===== config.mk =====
export PLATFORM = sky130hd
export DESIGN_NAME = secuenciador_microprograma
export DESIGN_NICKNAME = d
export VERILOG_FILES = /design/src/rtl/secuenciador_microprograma.sv
export SDC_FILE = /design/constraint.sdc
export NUM_CORES = 1
export LEC_CHECK = 0
export BUFFER_PORTS_ARGS = -buffer_cell sky130_fd_sc_hd__buf_2
export CAP_MARGIN = 5
export CORE_MARGIN = 5
export CORE_UTILIZATION = 50
export DETAILED_ROUTE_END_ITERATION = 8
export HOLD_SLACK_MARGIN = 0.08
export PLACE_DENSITY_LB_ADDON = 0.08
export SLEW_MARGIN = 10
export SYNTH_ARGS = -nofsm -noshare
export SYNTH_HDL_FRONTEND = slang
export SYNTH_SLANG_ARGS = --single-unit
export TNS_END_PERCENT = 20

===== constraint.sdc =====
create_clock -name clk -period 2.35 [get_ports clk]
set_input_delay 0.705 -clock clk [delete_from_list [all_inputs] [get_ports clk]]
set_output_delay 0.705 -clock clk [all_outputs]
set_load 0.01 [all_outputs]

===== src/rtl/secuenciador_microprograma.sv =====
// Microprogram sequencer: next-microaddress selection with an internal micro-call stack.
// Optional sticky stack-fault flag error_pila enabled by macro SECUENCIADOR_ERROR_PILA_EN.
module secuenciador_microprograma #(
  parameter int ADDR_W     = 8,
  parameter int STACK_D    = 4,
  parameter int RESET_ADDR = 0
) (
  input  logic                     clk,
  input  logic                     reset,
  input  logic                     avanza,
  input  logic                     qseleccionada,
  input  logic                     vf,
  input  logic [2:0]               op,
  input  logic [ADDR_W-1:0]        liga,
  input  logic [ADDR_W-1:0]        vector,
  output logic [ADDR_W-1:0]        micro_dir,
  output logic [$clog2(STACK_D):0] sp,
  output logic                     pila_llena,
`ifdef SECUENCIADOR_ERROR_PILA_EN
  output logic                     pila_vacia,
  output logic                     error_pila
`else
  output logic                     pila_vacia
`endif
);

  localparam int SP_W  = $clog2(STACK_D) + 1;
  localparam int IDX_W = $clog2(STACK_D);
  localparam logic [ADDR_W-1:0] DIR_REINICIO = ADDR_W'(RESET_ADDR);

  typedef enum logic [2:0] {
    CONT      = 3'b000,
    SALTO_C   = 3'b001,
    SALTO     = 3'b010,
    LLAMADA_C = 3'b011,
    RETORNO   = 3'b100,
    MAPEO     = 3'b101,
    RETORNO_C = 3'b110,
    REINICIO  = 3'b111
  } op_t;

  op_t               op_e;
  logic              cond;
  logic [ADDR_W-1:0] inc;
  logic [ADDR_W-1:0] nxt_dir;
  logic              push;
  logic              pop;
  logic              clr;
  logic              ret;
  logic [IDX_W-1:0]  idx_push;
  logic [IDX_W-1:0]  idx_pop;
  logic [ADDR_W-1:0] pila [STACK_D];

  assign op_e       = op_t'(op);
  assign cond       = (qseleccionada == vf);
  assign inc        = micro_dir + 1'b1;
  assign idx_push   = sp[IDX_W-1:0];
  assign idx_pop    = sp[IDX_W-1:0] - 1'b1;
  assign pila_llena = (sp == SP_W'(STACK_D));
  assign pila_vacia = (sp == '0);

  always_comb begin
    nxt_dir = inc;
    push    = 1'b0;
    pop     = 1'b0;
    clr     = 1'b0;
    ret     = 1'b0;
    unique case (op_e)
      CONT:      ;
      SALTO_C:   if (cond) nxt_dir = liga;
      SALTO:     nxt_dir = liga;
      LLAMADA_C: if (cond && !pila_llena) begin
                   push    = 1'b1;
                   nxt_dir = liga;
                 end
      RETORNO:   ret = 1'b1;
      MAPEO:     nxt_dir = vector;
      RETORNO_C: ret = cond;
      REINICIO:  begin
                   nxt_dir = DIR_REINICIO;
                   clr     = 1'b1;
                 end
    endcase
    // Returning on an empty stack restarts the microprogram instead of popping.
    if (ret) begin
      if (!pila_vacia) begin
        pop     = 1'b1;
        nxt_dir = pila[idx_pop];
      end else begin
        nxt_dir = DIR_REINICIO;
      end
    end
  end

  always_ff @(posedge clk or posedge reset) begin
    if (reset) begin
      micro_dir <= DIR_REINICIO;
      sp        <= '0;
      for (int unsigned i = 0; i < STACK_D; i++) pila[i] <= '0;
    end else if (avanza) begin
      micro_dir <= nxt_dir;
      if (clr) begin
        sp <= '0;
      end else if (push) begin
        pila[idx_push] <= inc;
        sp             <= sp + 1'b1;
      end else if (pop) begin
        sp <= sp - 1'b1;
      end
    end
  end

`ifdef SECUENCIADOR_ERROR_PILA_EN
  logic fallo;

  assign fallo = (op_e == LLAMADA_C && cond && pila_llena) || (ret && pila_vacia);

  always_ff @(posedge clk or posedge reset) begin
    if (reset) begin
      error_pila <= 1'b0;
    end else if (avanza) begin
      if (clr)        error_pila <= 1'b0;
      else if (fallo) error_pila <= 1'b1;
    end
  end
`endif

endmodule


## After elaboration in Yosys (flattened, before gate mapping)

Index checks and enable logic that the tools add are counted.

- Add/subtract/negate cells: 4
- Order comparisons: 3
- Equal/unequal tests: 9
- Mux-type cells: 20
- Bitwise operators: 3
- Reduce and logical (&&, ||, !) cells: 7

Operator list:

| cell | number |
|---|---|
| 8-bit two-way mux | 7 |
| 8-bit one-hot mux with 5 select lines | 1 |
| 32-bit bitwise mux | 1 |
| 8-bit binary-select mux with 2-bit select | 1 |
| 8-bit demux with 2-bit select | 1 |
| 3-bit == test, second input constant | 5 |
| 3-bit two-way mux | 3 |
| 8-bit by 1-bit adder with 8-bit output, second input constant | 1 |
| 3-bit by 2-bit == test with 1-bit output, second input constant | 2 |
| 3-bit greater-or-equal comparator, second input constant | 2 |
| 2-bit NOT with 3-bit output | 2 |
| 1-bit two-way mux | 5 |
| 3-bit by 1-bit adder with 3-bit output, second input constant | 1 |
| 3-bit by 1-bit == test with 1-bit output, second input constant | 1 |
| 3-bit zero test | 1 |
| 3-bit by 1-bit less-than comparator with 1-bit output, second input constant | 1 |
| 3-bit AND reduction | 1 |
| 3-bit nonzero test | 1 |
| 3-bit by 1-bit subtractor with 3-bit output, second input constant | 1 |
| 1-bit logical AND | 2 |
| 1-bit one-hot mux with 2 select lines | 1 |
| 2-bit AND reduction | 1 |
| 2-bit by 1-bit subtractor with 2-bit output, second input constant | 1 |
| 1-bit == test | 1 |
| other kinds (2) | 2 |

- Flip-flop bits (word level): 43
- Input port bits: 24
- Output and inout bits: 13
- Word-level logic and storage cells: 52

## Depth between registers and ports, before layout

Gate-level depths: netlist (run 1).

- Depth in word-level cells: 7
- Depth in mapped cells: 9
- Mapped depth without buffers: 8

## Least setup slack after synthesis (run 1)

No wires, ideal clock.

- Path type: flip-flop to flip-flop
- Start point: register sp[0]
- End point: register sp[2]
- Setup time: 0.120 ns
- Arrival: 2.424 ns
- Required time: 2.230 ns
- Slack: -0.194 ns
- Cell stages (with the launch flop): 10
- Path buffers: 1
- Period minus slack after synthesis: 2.544 ns
- Cell sequence: dfrtp_1 buf_2 inv_1 ha_1 and2_2 nor4_1 fa_1 mux2i_1 mux2i_1 nor2_1

- Word-level cells in the longest chain between the ends: 7
- Elaborated cells on any way between the ends: 15
- Those cells by class: 2 x add/sub; 1 x eq/ne; 7 x mux; 5 x reduce/logical

RTL lines:

| item | line | RTL |
|---|---|---|
| start, declared | 17 | `output logic [$clog2(STACK_D):0] sp,` |
| start signal, assigned | 106 | `sp <= sp + 1'b1;` |
| start signal, assigned | 108 | `sp <= sp - 1'b1;` |
| 3-bit == test (*) | 59 | `assign pila_llena = (sp == SP_W'(STACK_D));` |
| named net pila_llena | 18 | `output logic pila_llena,` |
| 1-bit zero test (*) | 72 | `LLAMADA_C: if (cond && !pila_llena) begin` |
| 1-bit logical AND (*) | 72 |  |
| 1-bit two-way mux (*) | 72 |  |
| 1-bit two-way mux (*) | 68 | `unique case (op_e)` |
| 3-bit nonzero test (no source line) or 3-bit two-way mux (tied branches) | -- |  |
| 2-bit AND reduction (no source line) or 3-bit two-way mux (tied branches) | -- |  |

Mark *: on every way through the listed nets, which the timed path passes. The rest lies on a longest branch. The select of a mux whose other input is x is not followed.
A chain may end at the register's enable or synchronous reset.

## Final worst setup path (run 1)

- Start point: register sp[1]
- End point: output pila_vacia

- Word-level cells in the longest chain between the ends: 1

RTL lines:

| item | line | RTL |
|---|---|---|
| 3-bit zero test | 60 | `assign pila_vacia = (sp == '0);` |
| end, declared | 23 | `output logic pila_vacia` |

Every way passes these cells.

==> results of run 1 <==
-- layer usage --
layer / track usage / share of wire
met5: 0 / 0
met1: 0.280 / 0.46
met4: 0.0498 / 0.0091
met2: 0.314 / 0.48
met3: 0.0405 / 0.048
-- stage by stage --
step                instances  cell area (um2)  utilization  total power (uW)
floorplan                 221             2290            -              1660
global placement          313             2580        0.588              1940
detailed placement        313             2580        0.588              1950
global route              321             2700        0.616              2720
CTS                       321             2690        0.614              2550
finish                    321             2700        0.616              2550
-- final cells by class --
cell class                      instances  area [um2]  area share
Inverter                                8        30.0      0.0111
Timing Repair Buffer                   52         300       0.111
Sequential cell                        43        1080       0.399
Clock inverter                          3        46.3      0.0171
Tap cell                               52        65.1      0.0241
Clock buffer                            5        68.8      0.0255
Multi-Input combinational cell        158        1110       0.412
-- worst max-delay path, delay by kind of cell (launching register included) --
family / cells / cell delay, ps
adders and majority gates: 1 / 230
buffers and inverters: 2 / 310
and+or+nand+nor: 1 / 240
DFF: 1 / 440
-- layout by cell type, fill, tap and decap left out, types with 3 or more instances in the layout --
cell type / netlist / layout
buf_4: 2 / 16
a221o_2: 3 / 3
clkbuf_8: 1 / 5
xor2_1: 3 / 3
a22o_1: 4 / 4
inv_1: 8 / 8
and3_1: 3 / 3
o21ai_0: 29 / 29
buf_2: 6 / 36
o211ai_1: 5 / 5
nand3_1: 13 / 12
mux2_2: 4 / 4
ha_1: 5 / 5
mux4_2: 8 / 8
dfrtp_1: 43 / 42
nor2_1: 6 / 6
nand2_1: 41 / 41
a31oi_1: 4 / 4
xnor2_1: 3 / 3
-- power groups by stage --
stage	Combinational (uW)	Sequential [uW]	Clock (uW)
2_1_floorplan	591	1070	0
3_3_place_gp	865	1070	0
3_5_place_dp	874	1080	0
4_1_cts	879	1060	608
5_1_grt	982	1090	643
6_report	878	1070	601
-- final timing paths --
kind | cells past startpoint | to | from | slack [ps]
min in group clk | 2 | pila[28]$_DFFE_PP0P_ | pila[28]$_DFFE_PP0P_ | 480
worst min-delay path | 3 | pila[15]$_DFFE_PP0P_ | reset | 430
worst min register to register | 2 | pila[28]$_DFFE_PP0P_ | pila[28]$_DFFE_PP0P_ | 480
worst max-delay path | 4 | pila_vacia | sp[1]$_DFFE_PP0P_ | 120
max in group asynchronous | 3 | pila[25]$_DFFE_PP0P_ | reset | 1650
worst max register to register | 8 | sp[2]$_DFFE_PP0P_ | sp[1]$_DFFE_PP0P_ | 180
-- cells by family after synthesis --
| group | count (synthesis) | share of synthesized area |
|---|---|---|
| XOR/XNOR | 7 | 0.0301 |
| adder cells (fa/ha/maj) | 6 | 0.0362 |
| AO/OA/AOI/OAI | 57 | 0.161 |
| buffers and inverters | 20 | 0.0471 |
| multiplexers | 14 | 0.107 |
| flip-flops | 43 | 0.471 |
| AND/OR/NAND/NOR | 74 | 0.147 |
-- flip-flops by register name (all words and copies together), names as in the netlist --
| signal | count |
|---|---|
| pila | 32 |
| micro_dir | 8 |
| sp | 3 |
==> flow_metrics.tcl, run 1 <==
set metrics [dict create \
    grt_use_total 0.198 \
    die_h_um 77.6 \
    grt_pass1_wl_um 9520 \
    peakVddDrop_mv 0.411 \
    finalMaxSlewViolations 0 \
    synth_edf_count 0 \
    rsz0062_at_grt "true" \
    critPathCaptureType "output port" \
    grt_start_max_net_pins 24 \
    fmaxAchievable_mhz 449 \
    dp_hpwl_um 4130 \
    antenna_found_initial 0 \
    yosys_warnings 0 \
    crit_type "flop to output port" \
    routed_wl_um 5710 \
    synth_seq_area_share 0.471 \
    antenna_cells 0 \
    avgSynthCellArea_um2 10.3 \
    grt.overflow.total 0 \
    clk_latency_ps 310 \
    hold_path_class "input port to async pin" \
    p_leak_uw 0.00127 \
    hold_buffers 0 \
    yosys-top-cells-area "dfrtp_1 47%, mux4_2 7.9%, nand2_1 6.7%, o21ai_0 6.4%, nand3_1 2.8%" \
    synth_fp_nets 251 \
    io_pins 37 \
    drive_gt1_frac 0.316 \
    setup_ws_ps 124 \
    syn_inst 221 \
    ys_ff_latch 43 \
    via_per_inst 5.75 \
    ctsResizeCount 0 \
    cts_tree "done" \
    clk_pin_slew_ps 100 \
    antenna_left 0 \
    die_w_um 77.6 \
    num-fill-cells 374 \
    power.internal_uw 1660 \
    finalClockSkew_ps 10.7 \
    dieArea_mm2 0.00602 \
    yosysMostFrequentCell "dfrtp_1" \
    pwr-share-comb 0.345 \
    fin_setup_tns_ps 0 \
    synth_cell_type_count 40 \
    required_ps 1640 \
    synth_top_area_frac 0.471 \
    first_global_vias 1879 \
    syn2layout_area_growth_pct 18.3 \
    crit_fanout 5 \
    core_area_mm2 0.00438 \
    drc 0 \
    nets 298 \
    cts_setup_buffers 0 \
    crit_chain "inv_1 -> ha_1 -> nor2b_2 -> buf_2" \
    setup_viol 0 \
    cts_made_buffers 5 \
    start_kind "flop" \
    power.switching_uw 887 \
    powerDensity_mw_per_mm2 942 \
    cpMaxStageDelayCell "dfrtp_1" \
    synth_top_area_cell "dfrtp_1" \
    cts_num_sinks 43 \
    tightest_slew_ps 678 \
    maxCapViolCount 0 \
    power_frac_clock 0.236 \
    outcome "complete, no violations" \
    vias 1846 \
    drtIter0Drc 120 \
    row_count 24 \
    io_buffers 36 \
    synth_top_flop_cell "dfrtp_1" \
    wire_per_inst_um 17.8 \
    synth_common_cells "43 x dfrtp_1, 41 x nand2_1, 29 x o21ai_0" \
    dp_slack_ps 145 \
    hold-worst-slack_ps 427 \
    swShare 0.348 \
    synth_area_mm2 0.00228 \
    place.gp.congestion 0.830 \
    cts_root_buffer "clkbuf_8" \
    report.final.hold_viol_count 0 \
    slew_headroom 0.546 \
    fin_crit_sh 0.947 \
    worst_path_largest_cell_delay_ps 440 \
    initial_utilization 0.521 \
    fin_crit_ps 2230 \
    synth-async-reset-ratio 1.00 \
    htree_levels 2 \
    seq_power_share 0.419 \
    clk_path_buf_depth 2 \
    crit_arrival_ps 1520 \
    first_pass_iters 4 \
]
No activity file was read; power rests on OpenSTA's default activity.
==> run 2, diff against run 1 <==
- clock period: 2.35 -> 1.9 ns (I/O delays scaled with it)
==> flow_metrics.tcl, run 2 (synthesis results as in run 1) <==
set metrics [dict create \
    outcome "finished, violations left" \
    violations "negative setup slack" \
    final_util 0.664 \
    required_ps 1330 \
    syn2layout_area_growth_pct 27.5 \
    fin_setup_tns_ps -30.9 \
    largest_reg_flops 32 \
    start_kind "flop" \
    cts_num_sinks 43 \
    drtIter0Drc 111 \
    reg2reg_to "micro_dir[1]$_DFFE_PP0P_" \
    largest-register "pila" \
    largestRegisters "pila x32, micro_dir x8, sp x3" \
    core_area_mm2 0.00438 \
    cpMaxStageDelayCell "dfrtp_2" \
    finalMaxSlewViolations 0 \
    crit_type "flop to output port" \
    io_buffers 36 \
    num-fill-cells 359 \
    power.switching_uw 1130 \
    fin_crit_ps 1930 \
    pwr-share-comb 0.422 \
    power.internal_uw 2220 \
    place.gp.congestion 0.814 \
    vias 1886 \
    finalClockSkew_ps 4.81 \
    dp_slack_ps -216 \
    nets 316 \
    rsz0062_at_grt "true" \
    final_cell_mix "42 x dfrtp_1, 41 x nand2_1, 35 x buf_2" \
    grt_start_max_net_pins 44 \
    wire_per_inst_um 16.6 \
    setup_ws_ps -30.9 \
    setup_viol 1 \
    row_count 24 \
    cts_made_buffers 5 \
    p_total_uw 3340 \
    final_common_cell "dfrtp_1" \
    tightest_slew_ps 426 \
    slew_headroom 0.714 \
    die_h_um 77.6 \
    r2r_slack_ps 30 \
    first_global_vias 1838 \
    io_pins 37 \
    initial_utilization 0.521 \
    crit_fanout 4 \
    maxCapViolCount 0 \
    antenna_found_initial 0 \
    power_frac_clock 0.191 \
    hold_path_class "input port to async pin" \
    p_leak_uw 0.00136 \
    crit_arrival_ps 1360 \
    cts_root_buffer "clkbuf_8" \
    worst_path_largest_cell_delay_ps 430 \
    first_pass_iters 4 \
    report.final.hold_viol_count 0 \
    routed_wl_um 5640 \
    hold_buffers 0 \
    drive_gt1_frac 0.376 \
    die_w_um 77.6 \
    worst_path_most_repeated_cell "buf_6" \
    swShare 0.337 \
    cts_tree "done" \
    htree_levels 2 \
    dp_hpwl_um 4290 \
    drc 0 \
    fmaxAchievable_mhz 518 \
    seq_power_share 0.387 \
    clk_latency_ps 290 \
    powerDensity_mw_per_mm2 1150 \
    antenna_cells 0 \
    grt.overflow.total 0 \
    peakVddDrop_mv 0.606 \
    antenna_left 0 \
    critPathCaptureType "output port" \
    fin_crit_sh 1.02 \
    worstReg2RegStart "sp[0]$_DFFE_PP0P_" \
    clk_path_buf_depth 2 \
    crit_chain "clkinv_4 -> ha_4 -> buf_6 -> nor2b_4 -> buf_6" \
    ff2ff_path_depth 5 \
    clk_pin_slew_ps 80 \
    grt_use_total 0.197 \
    grt_pass1_wl_um 9420 \
    via_per_inst 5.56 \
    dieArea_mm2 0.00602 \
]
[run 2: worst max-delay path by stage]
stage	slack [ps]	start	end
global placement	-190	vf	sp[2]$_DFFE_PP0P_
floorplan	-200	sp[0]$_DFFE_PP0P_	micro_dir[1]$_DFFE_PP0P_
global route	-90	sp[0]$_DFFE_PP0P_	pila_vacia
detailed placement	-220	vf	sp[2]$_DFFE_PP0P_
finish	-30	sp[0]$_DFFE_PP0P_	pila_vacia
CTS	-20	sp[0]$_DFFE_PP0P_	pila_vacia
[run 2: final cells by class]
type | instances | area (um2) | area share
repair buffers | 70 | 458 | 0.157
multi-input cells | 158 | 1170 | 0.402
inverters | 8 | 35.0 | 0.0120
well taps | 52 | 65.1 | 0.0224
flip-flops and latches | 43 | 1080 | 0.370
clock inverters | 1 | 7.51 | 0.00258
clock buffers | 7 | 96.3 | 0.0331
[run 2: power groups by stage]
stage / Clock, uW / Combinational (uW) / Sequential (uW)
after CTS: 653 / 1360 / 1300
after global placement: 0 / 1320 / 1310
final: 638 / 1410 / 1300
after floorplan: 0 / 828 / 1320
after detailed placement: 0 / 1330 / 1310
after global routing: 696 / 1560 / 1320
[run 2: critical path: cells and delay by family, from the launching register on]
family                     cells  cell delay (ps)
DFF                            1              430
adders and majority gates      1              150
buffers and inverters          3              290
and+or+nand+nor                1              200
[run 2: what timing repair did]
action | CTS | global route
endpoints found under the setup margin | 2 | 31
buffers inserted | 0 | 1
resized for setup | 4 | 8
hold endpoints to repair | 0 | 0
pin swaps | 2 | 1
[run 2: per-stage QoR]
stage	hold WS, ps	instances	area [um2]
4_1_cts	301	338	2870
2_1_floorplan	445	221	2340
3_5_place_dp	466	331	2760
6_report	296	339	2910
5_1_grt	324	339	2910
3_3_place_gp	458	331	2760
[run 2: metal layers]
metal / global-route usage / vias to the layer above / share of wire
li1: - / 927 / -
met1: 0.283 / 922 / 0.47
met2: 0.298 / 32 / 0.48
met3: 0.0486 / 5 / 0.043
met4: 0.0533 / 0 / 0.0071
met5: 0 / - / 0
